==> config.mk <==
export PLATFORM = sky130hd
export DESIGN_NAME = capacity_tracker
export DESIGN_NICKNAME = d
export VERILOG_FILES = /design/src/rtl/capacity_tracker.sv
export SDC_FILE = /design/constraint.sdc
export NUM_CORES = 1
export LEC_CHECK = 0
export ABC_AREA = 1
export CAP_MARGIN = 20
export CORE_MARGIN = 2
export CORE_UTILIZATION = 35
export CTS_CLUSTER_SIZE = 30
export DETAILED_ROUTE_END_ITERATION = 8
export DONT_BUFFER_PORTS = 1
export GPL_ROUTABILITY_DRIVEN = 0
export SLEW_MARGIN = 10
export SYNTH_ARGS = -nofsm -noshare
export SYNTH_HDL_FRONTEND = slang
export SYNTH_SLANG_ARGS = --single-unit
export TNS_END_PERCENT = 5
==> constraint.sdc <==
create_clock -name clk -period 7.4 [get_ports clk]
set_clock_uncertainty 0.1 [all_clocks]
set_input_delay 1.85 -clock clk [delete_from_list [all_inputs] [get_ports clk]]
set_output_delay 1.85 -clock clk [all_outputs]
set_load 0.01 [all_outputs]
==> src/rtl/capacity_tracker.sv <==
// Multi-channel occupancy tracker: per-channel counts driven by arrive/depart/load,
// bounded by a shared cap_max, with full/empty status, sticky error flags and a registered total.
module capacity_tracker #(
  parameter int WIDTH      = 4,
  parameter int CHANNELS   = 4,
  parameter bit CLAMP_MODE = 1'b1,
  parameter int TOTAL_W    = WIDTH + $clog2(CHANNELS)
) (
  input  logic                      clk,
  input  logic                      rst_n,
  input  logic                      en,
  input  logic [WIDTH-1:0]          cap_max,
  input  logic [CHANNELS-1:0]       load,
  input  logic [CHANNELS*WIDTH-1:0] cap_des,
  input  logic [CHANNELS-1:0]       arrive,
  input  logic [CHANNELS-1:0]       depart,
  input  logic                      clr_err,
  output logic [CHANNELS*WIDTH-1:0] count,
  output logic [CHANNELS-1:0]       full,
  output logic [CHANNELS-1:0]       empty,
  output logic [CHANNELS-1:0]       reject,
  output logic [CHANNELS-1:0]       underflow,
  output logic [TOTAL_W-1:0]        total
);

  logic [WIDTH-1:0]    cnt_q [CHANNELS];
  logic [WIDTH-1:0]    cnt_d [CHANNELS];
  logic [WIDTH-1:0]    des   [CHANNELS];
  logic [CHANNELS-1:0] rej_set;
  logic [CHANNELS-1:0] und_set;
  logic [TOTAL_W-1:0]  sum;

  // Per-channel next-count selection; load outranks simultaneous arrive/depart.
  always_comb begin
    rej_set = '0;
    und_set = '0;
    for (int i = 0; i < CHANNELS; i++) begin
      des[i]   = cap_des[i*WIDTH +: WIDTH];
      cnt_d[i] = cnt_q[i];
      if (en) begin
        if (load[i]) begin
          if (des[i] <= cap_max) begin
            cnt_d[i] = des[i];
          end else if (cnt_q[i] > cap_max) begin
            cnt_d[i] = cap_max;
          end
        end else if (arrive[i] && depart[i]) begin
          cnt_d[i] = cnt_q[i];
        end else if (arrive[i]) begin
          if (cnt_q[i] < cap_max) begin
            cnt_d[i] = cnt_q[i] + WIDTH'(1);
          end else begin
            rej_set[i] = 1'b1;
          end
        end else if (depart[i]) begin
          if (cnt_q[i] != '0) begin
            cnt_d[i] = cnt_q[i] - WIDTH'(1);
          end else begin
            und_set[i] = 1'b1;
          end
        end
        // Post-clamp also catches a cap_max that dropped below a held count.
        if (CLAMP_MODE && (cnt_d[i] > cap_max)) begin
          cnt_d[i] = cap_max;
        end
      end
    end
  end

  always_comb begin
    sum = '0;
    for (int i = 0; i < CHANNELS; i++) begin
      sum = sum + TOTAL_W'(cnt_q[i]);
    end
  end

  // A flag raised in the same cycle as clr_err survives the clear.
  always_ff @(posedge clk) begin
    if (!rst_n) begin
      for (int i = 0; i < CHANNELS; i++) begin
        cnt_q[i] <= '0;
      end
      reject    <= '0;
      underflow <= '0;
      total     <= '0;
    end else begin
      for (int i = 0; i < CHANNELS; i++) begin
        cnt_q[i] <= cnt_d[i];
      end
      reject    <= clr_err ? rej_set : (reject | rej_set);
      underflow <= clr_err ? und_set : (underflow | und_set);
      total     <= sum;
    end
  end

  for (genvar g = 0; g < CHANNELS; g++) begin : g_out
    assign count[g*WIDTH +: WIDTH] = cnt_q[g];
    assign full[g]  = (cnt_q[g] >= cap_max);
    assign empty[g] = (cnt_q[g] == '0);
  end

endmodule

==> qor.txt, run 1 <==
Die X -> 115 um
Clock Sinks -> 30
Clock share of power -> 0.227
Area grow syn2layout -> 6.41%
Longest Clk Path Bufs -> 2
Synth unique cells -> 31
Net load switching power -> 436 uW
Core area -> 12000 um^2
DP Cell Count -> 864
Largest net degree at the start of global routing -> 27
Cell taking the most area after synthesis -> nand2_1
Fin. Hold Viols -> 0
Largest fanout on the critical path -> 15
Area of the multi-input gates -> 3200 um^2
Sequential cell area -> 601 um^2
Setup crit start -> cap_max[1]
Initial Utilization -> 0.359
GRT overflow -> 0
Worst min path class -> register to register
Slew @ Worst Pin -> 0.860 ns
Share of cells above drive strength 1 -> 0.0497
Period utilization -> 0.703
CTS tree -> done
Worst EP arrival -> 3.25 ns
Area after DPL -> 4450 um^2
Die Area -> 13200 um^2
Ys Warns -> 0
Post-synthesis register bit count -> 30
Antenna diodes -> 0
Worst VDD drop -> 73.4 uV
I/O pins -> 74
Fmax -> 0.192 GHz
Post-route DRC violation count -> 0
Iter 0 DRT Violations -> 349
Synthesized Nets -> 831
Avg Inst Size Synth -> 5.95 um^2
Fin. max-slew vios -> 0
Post-Layout Cell Count -> 872
Clock Root Buffer -> clkbuf_16
DR vias -> 4478
Detailed placement HPWL -> 9580 um
Most frequent cells in the layout -> 228 x nand2_1, 114 x inv_1, 88 x nand3_1, 61 x ha_1, 54 x a21oi_1
Port bufs -> 0
First-pass iteration count of the detailed router -> 5
Post-CTS setup buffers -> 0
Setup Viol. Count Final -> 0
Vias in the first global route -> 4193
Post-Synthesis Cells -> 726
Internal -> 489 uW
WL per Instance -> 14.5 um
ANT nets after route -> 0
Hold-fix buffers, CTS -> 0
CP Launch Type -> input port
RSZ-0062 raised after global routing -> false
FP Rows -> 40
Nets -> 829
First-pass GRT wire length -> 20500 um
Num CTS Buffers -> 5
Total Routing Usage GR -> 0.192
Post-synthesis sequential area ratio -> 0.139
Post-route worst setup slack -> 2.20 ns
Post-DR vias/cell -> 5.14
Maxcap violations -> 0
Die H -> 115 um
CP endpoint kind -> output port
Slew headroom -> 0.423
Leading cell type in the layout, fill and taps excluded -> nand2_1
Fillers -> 1338
Switch share -> 0.471
Post-Place Setup Slack -> 2.18 ns
Comb pwr share -> 0.502
Clock transition at path regs -> 0.05 ns
Clock Latency Late Sink -> 0.28 ns
Outcome -> finished, final reports clean
Initial antenna violation count -> 0
Register share of total power -> 0.272
CTS H-Tree Depth -> 2
Synthesized cell area -> 4320 um^2
WL final -> 12600 um
Synth area leaders -> nand2_1 20%, ha_1 18%, dfxtp_1 14%
CTS resizes -> 0
R2r startpoint -> cnt_q[1][0]
Tmin final -> 5.20 ns
Crit Path Class -> input port to output port
Power density cells -> 201 nW/um^2
Critical Path RT -> 5.45 ns
Worst hold path startpoint -> underflow[1]
Post-route cell area -> 4590 um^2
Synth top area share -> 0.198
Total negative slack -> 0 ns
Lkg Pwr -> 0.00256 uW
==> worst max-delay path, stage by stage <==
cell and delay, ns:
inv_1 0.48, ha_1 0.36, nand2_1 0.07, nand2_1 0.04, nand2_1 0.12, nand2_2 0.13
inv_1 0.09, nand2_1 0.10
==> sequential cells by signal (all words and copies together) (netlist names) <==
signal,flops
total,6
cnt_q,16
reject,4
underflow,4
==> cell type report <==
type,count,area share
Sequential cell,30,0.131
Multi-Input combinational cell,563,0.696
Clock buffer,7,0.0311
Clock inverter,1,0.00109
Tap cell,147,0.0400
Inverter,124,0.101
==> Yosys cell counts (all sizes together) <==
| master | instances |
|---|---|
| dfxtp | 30 |
| buf | 3 |
| clkinv | 3 |
| o22ai | 1 |
| clkbuf | 6 |
| o21ai | 38 |
| a21boi | 1 |
| a21oi | 61 |
| nor3 | 3 |
| inv | 121 |
| nand3 | 91 |
| xnor2 | 1 |
| fa | 8 |
| o21bai | 3 |
| nand3b | 1 |
| nand4 | 18 |
| ha | 61 |
| o211ai | 2 |
| nor2 | 32 |
| nand2 | 239 |
| and2 | 2 |
| or2 | 1 |
==> power by group through the flow <==
stage,Clock [uW],Combinational (uW),Sequential [uW]
floorplan,0,381,233
global placement,0,462,256
detailed placement,0,462,255
CTS,211,465,251
global route,217,547,256
finish,210,464,251
==> metal layers <==
layer  vias to the layer above  wire (um)  GRT usage
met2                       125       5840      0.332
met5                         -          0          0
li1                       2361          -          -
met4                         0        104     0.0345
met3                        10        856     0.0358
met1                      1982       5820      0.251
==> per-stage QoR <==
stage	utilization	total power (uW)	hold slack (ns)
5_1_grt	0.382	1020	0.437
3_3_place_gp	0.370	718	0.404
4_1_cts	0.382	928	0.415
6_report	0.382	924	0.410
3_5_place_dp	0.370	717	0.406
2_1_floorplan	-	614	0.390
==> final timing paths <==
check                 end  slack (ns)  cells past startpoint
min          underflow[1]        0.41                      2
max reg2reg   cnt_q[1][2]        4.01                     20
max               full[0]        2.20                      8
min reg2reg  underflow[1]        0.41                      2
==> kinds of logic (layout without fill, tap and decap cells) <==
family | after synthesis | count (layout) | synth area share
xor+xnor | 1 | 1 | 0.00203
flops | 30 | 30 | 0.139
fa+ha+maj | 69 | 69 | 0.214
compound gates | 106 | 106 | 0.135
buf+inv | 133 | 132 | 0.121
simple gates | 387 | 387 | 0.389
Note: power is estimated with default switching activity, not from simulation.
==> run 2: changes to the inputs <==
==> constraint.sdc (replaced) <==
create_clock -name clk -period 5.22 [get_ports clk]
set_clock_uncertainty 0.1 [all_clocks]
set_input_delay 1.305 -clock clk [delete_from_list [all_inputs] [get_ports clk]]
set_output_delay 1.305 -clock clk [all_outputs]
set_load 0.01 [all_outputs]
==> qor.txt, run 2 (same netlist as run 1, synthesis figures left out) <==
Maxcap violations -> 0 (unchanged)
Worst path slowest cell -> inv_1
Post-DR vias/cell -> 5.14 (about the same)
Area grow syn2layout -> 7.01%
Worst min path class -> register to register
Fin. Hold Viols -> 0 (unchanged)
Clock Sinks -> 30 (unchanged)
CP endpoint kind -> output port
Die Area -> 13200 um^2 (unchanged)
Post-route cell area -> 4620 um^2 (+0.57%)
Most frequent cells in the layout -> 228 x nand2_1, 114 x inv_1, 88 x nand3_1, 61 x ha_1, 54 x a21oi_1
Comb pwr share -> 0.502 (about the same)
Clock share of power -> 0.226 (about the same)
Worst path top cell family by delay -> buffers and inverters
Total Routing Usage GR -> 0.189 (-0.00256)
WL final -> 12400 um (-1.7%)
Antenna diodes -> 0 (unchanged)
Detailed placement HPWL -> 9580 um (about the same)
CTS H-Tree Depth -> 2 (unchanged)
First-pass GRT wire length -> 20500 um (+0.34%)
Lkg Pwr -> 0.00257 uW (+0.52%)
Die H -> 115 um (unchanged)
Initial Utilization -> 0.359 (unchanged)
Port bufs -> 0 (unchanged)
PnR Total Power -> 1300 uW (+41%)
FP Rows -> 40 (unchanged)
WL per Instance -> 14.2 um (-2.0%)
Crit Path Class -> input port to output port
Largest registers -> cnt_q x16, total x6
Biggest register -> cnt_q
Longest Clk Path Bufs -> 2 (unchanged)
Core area -> 12000 um^2 (unchanged)
Worst hold slack -> 0.408 ns (-0.00161 ns)
Power density cells -> 282 nW/um^2 (+40%)
Area after DPL -> 4470 um^2 (+0.51%)
Share of cells above drive strength 1 -> 0.0549 (+0.00529)
Iter 0 DRT Violations -> 375 (+7.4%)
Slew @ Worst Pin -> 0.836 ns (-0.0239 ns)
ANT nets after route -> 0 (unchanged)
Worst VDD drop -> 133 uV (+81%)
Slew headroom -> 0.439 (+0.0160)
Post-route DRC violation count -> 0 (unchanged)
Largest net degree at the start of global routing -> 27 (unchanged)
Num CTS Buffers -> 5 (unchanged)
CP Launch Type -> input port
Die X -> 115 um (unchanged)
RSZ-0062 raised after global routing -> false
Clock transition at path regs -> 0.06 ns (about the same)
Tmin final -> 4.02 ns
Net load switching power -> 610 uW (+40%)
Nets -> 832 (+0.36%)
Max reg flops -> 16 (unchanged)
DR vias -> 4497 (+0.42%)
Worst EP arrival -> 2.62 ns (-0.63 ns)
Fin. max-slew vios -> 0 (unchanged)
Critical Path RT -> 3.82 ns (-1.63 ns)
CTS tree -> done
I/O pins -> 74 (unchanged)
Largest fanout on the critical path -> 9 (-6)
Period utilization -> 0.771
Vias in the first global route -> 4218 (+0.60%)
Switch share -> 0.468 (-0.00343)
First-pass iteration count of the detailed router -> 4 (-1)
Hold-fix buffers, CTS -> 0 (unchanged)
Setup Viol. Count Final -> 0 (unchanged)
Total negative slack -> 0 ns (unchanged)
Clock Latency Late Sink -> 0.28 ns (about the same)
Initial antenna violation count -> 0 (unchanged)
Crit path buffers/inverters -> 4 (+2)
Register share of total power -> 0.272 (about the same)
Max stage delay on crit path -> 0.26 ns (-0.22 ns)
Post-CTS setup buffers -> 0 (unchanged)
Outcome -> finished, final reports clean
Critical-path cell list -> inv_1, buf_4, ha_1, nand2_1, inv_1, nand2_1, nand2_2, inv_1, nand2_1
Internal -> 694 uW (+42%)
CTS resizes -> 0 (unchanged)
Fmax -> 0.249 GHz
Leading cell type in the layout, fill and taps excluded -> nand2_1
GRT overflow -> 0 (unchanged)
Clock Root Buffer -> clkbuf_16
Fillers -> 1355 (+1.3%)
-- run 2: cell types whose count changed in the layout (fill, tap and decap cells not counted) --
cell / before / now
buf_4: 0 / 3
clkbuf_1: 1 / 0
clkinvlp_4: 0 / 1
-- run 2: final cells by class --
class,instances,area [um^2],share of cell area
sequential,30,601,0.130
timing repair buffer,3,22.5,0.00488
tap,147,184,0.0398
clock inverter,2,12.5,0.00271
inverter,124,465,0.101
multi-input combinational,563,3200,0.692
clock buffer,6,139,0.0301
-- run 2: per-layer routing --
layer	part of all wire	global-route usage
met1	0.48	0.256
met2	0.46	0.324
met3	0.056	0.0316
met4	0.0065	0.0265
met5	0	0
-- run 2: worst register-to-register path, stage by stage (launching register included) --
cell and delay [ns]:
dfxtp_1 0.64, inv_1 0.26, ha_1 0.24, inv_1 0.05, nand2_1 0.04, nand2_1 0.06
nand2_2 0.09, nand2_2 0.14, nand2_1 0.13, nand2_1 0.08, nand3_1 0.07, nand2_1 0.07
nand2_1 0.06, and2_1 0.14, ha_1 0.26, nand2_1 0.04, o21ai_1 0.38, o21ai_0 0.14
inv_1 0.06, nand2_1 0.05, a21oi_1 0.12
-- run 2: path summary, 6_finish.rpt --
| path | from | end | cells past startpoint | slack [ns] |
|---|---|---|---|---|
| setup / recovery | cap_max[2] | full[0] | 9 | 1.20 |
| hold / removal | underflow[1] | underflow[1] | 2 | 0.41 |
| setup reg to reg | cnt_q[1][0] | cnt_q[1][0] | 20 | 1.91 |
| hold reg to reg | underflow[1] | underflow[1] | 2 | 0.41 |
-- run 2: per-stage QoR --
stage          setup slack [ns]  cells  utilization
3_5_place_dp              0.946    867        0.372
4_1_cts                    1.20    875        0.385
3_3_place_gp              0.925    867        0.372
6_report                   1.20    875        0.385
5_1_grt                   0.791    875        0.385
2_1_floorplan              1.40    726            -
-- run 2: power groups by stage --
stage	Clock, uW	Sequential, uW	Combinational, uW
after detailed placement	0	360	656
after global routing	311	362	776
final	295	354	655
after floorplan	0	330	540
after global placement	0	359	656
after CTS	302	355	660
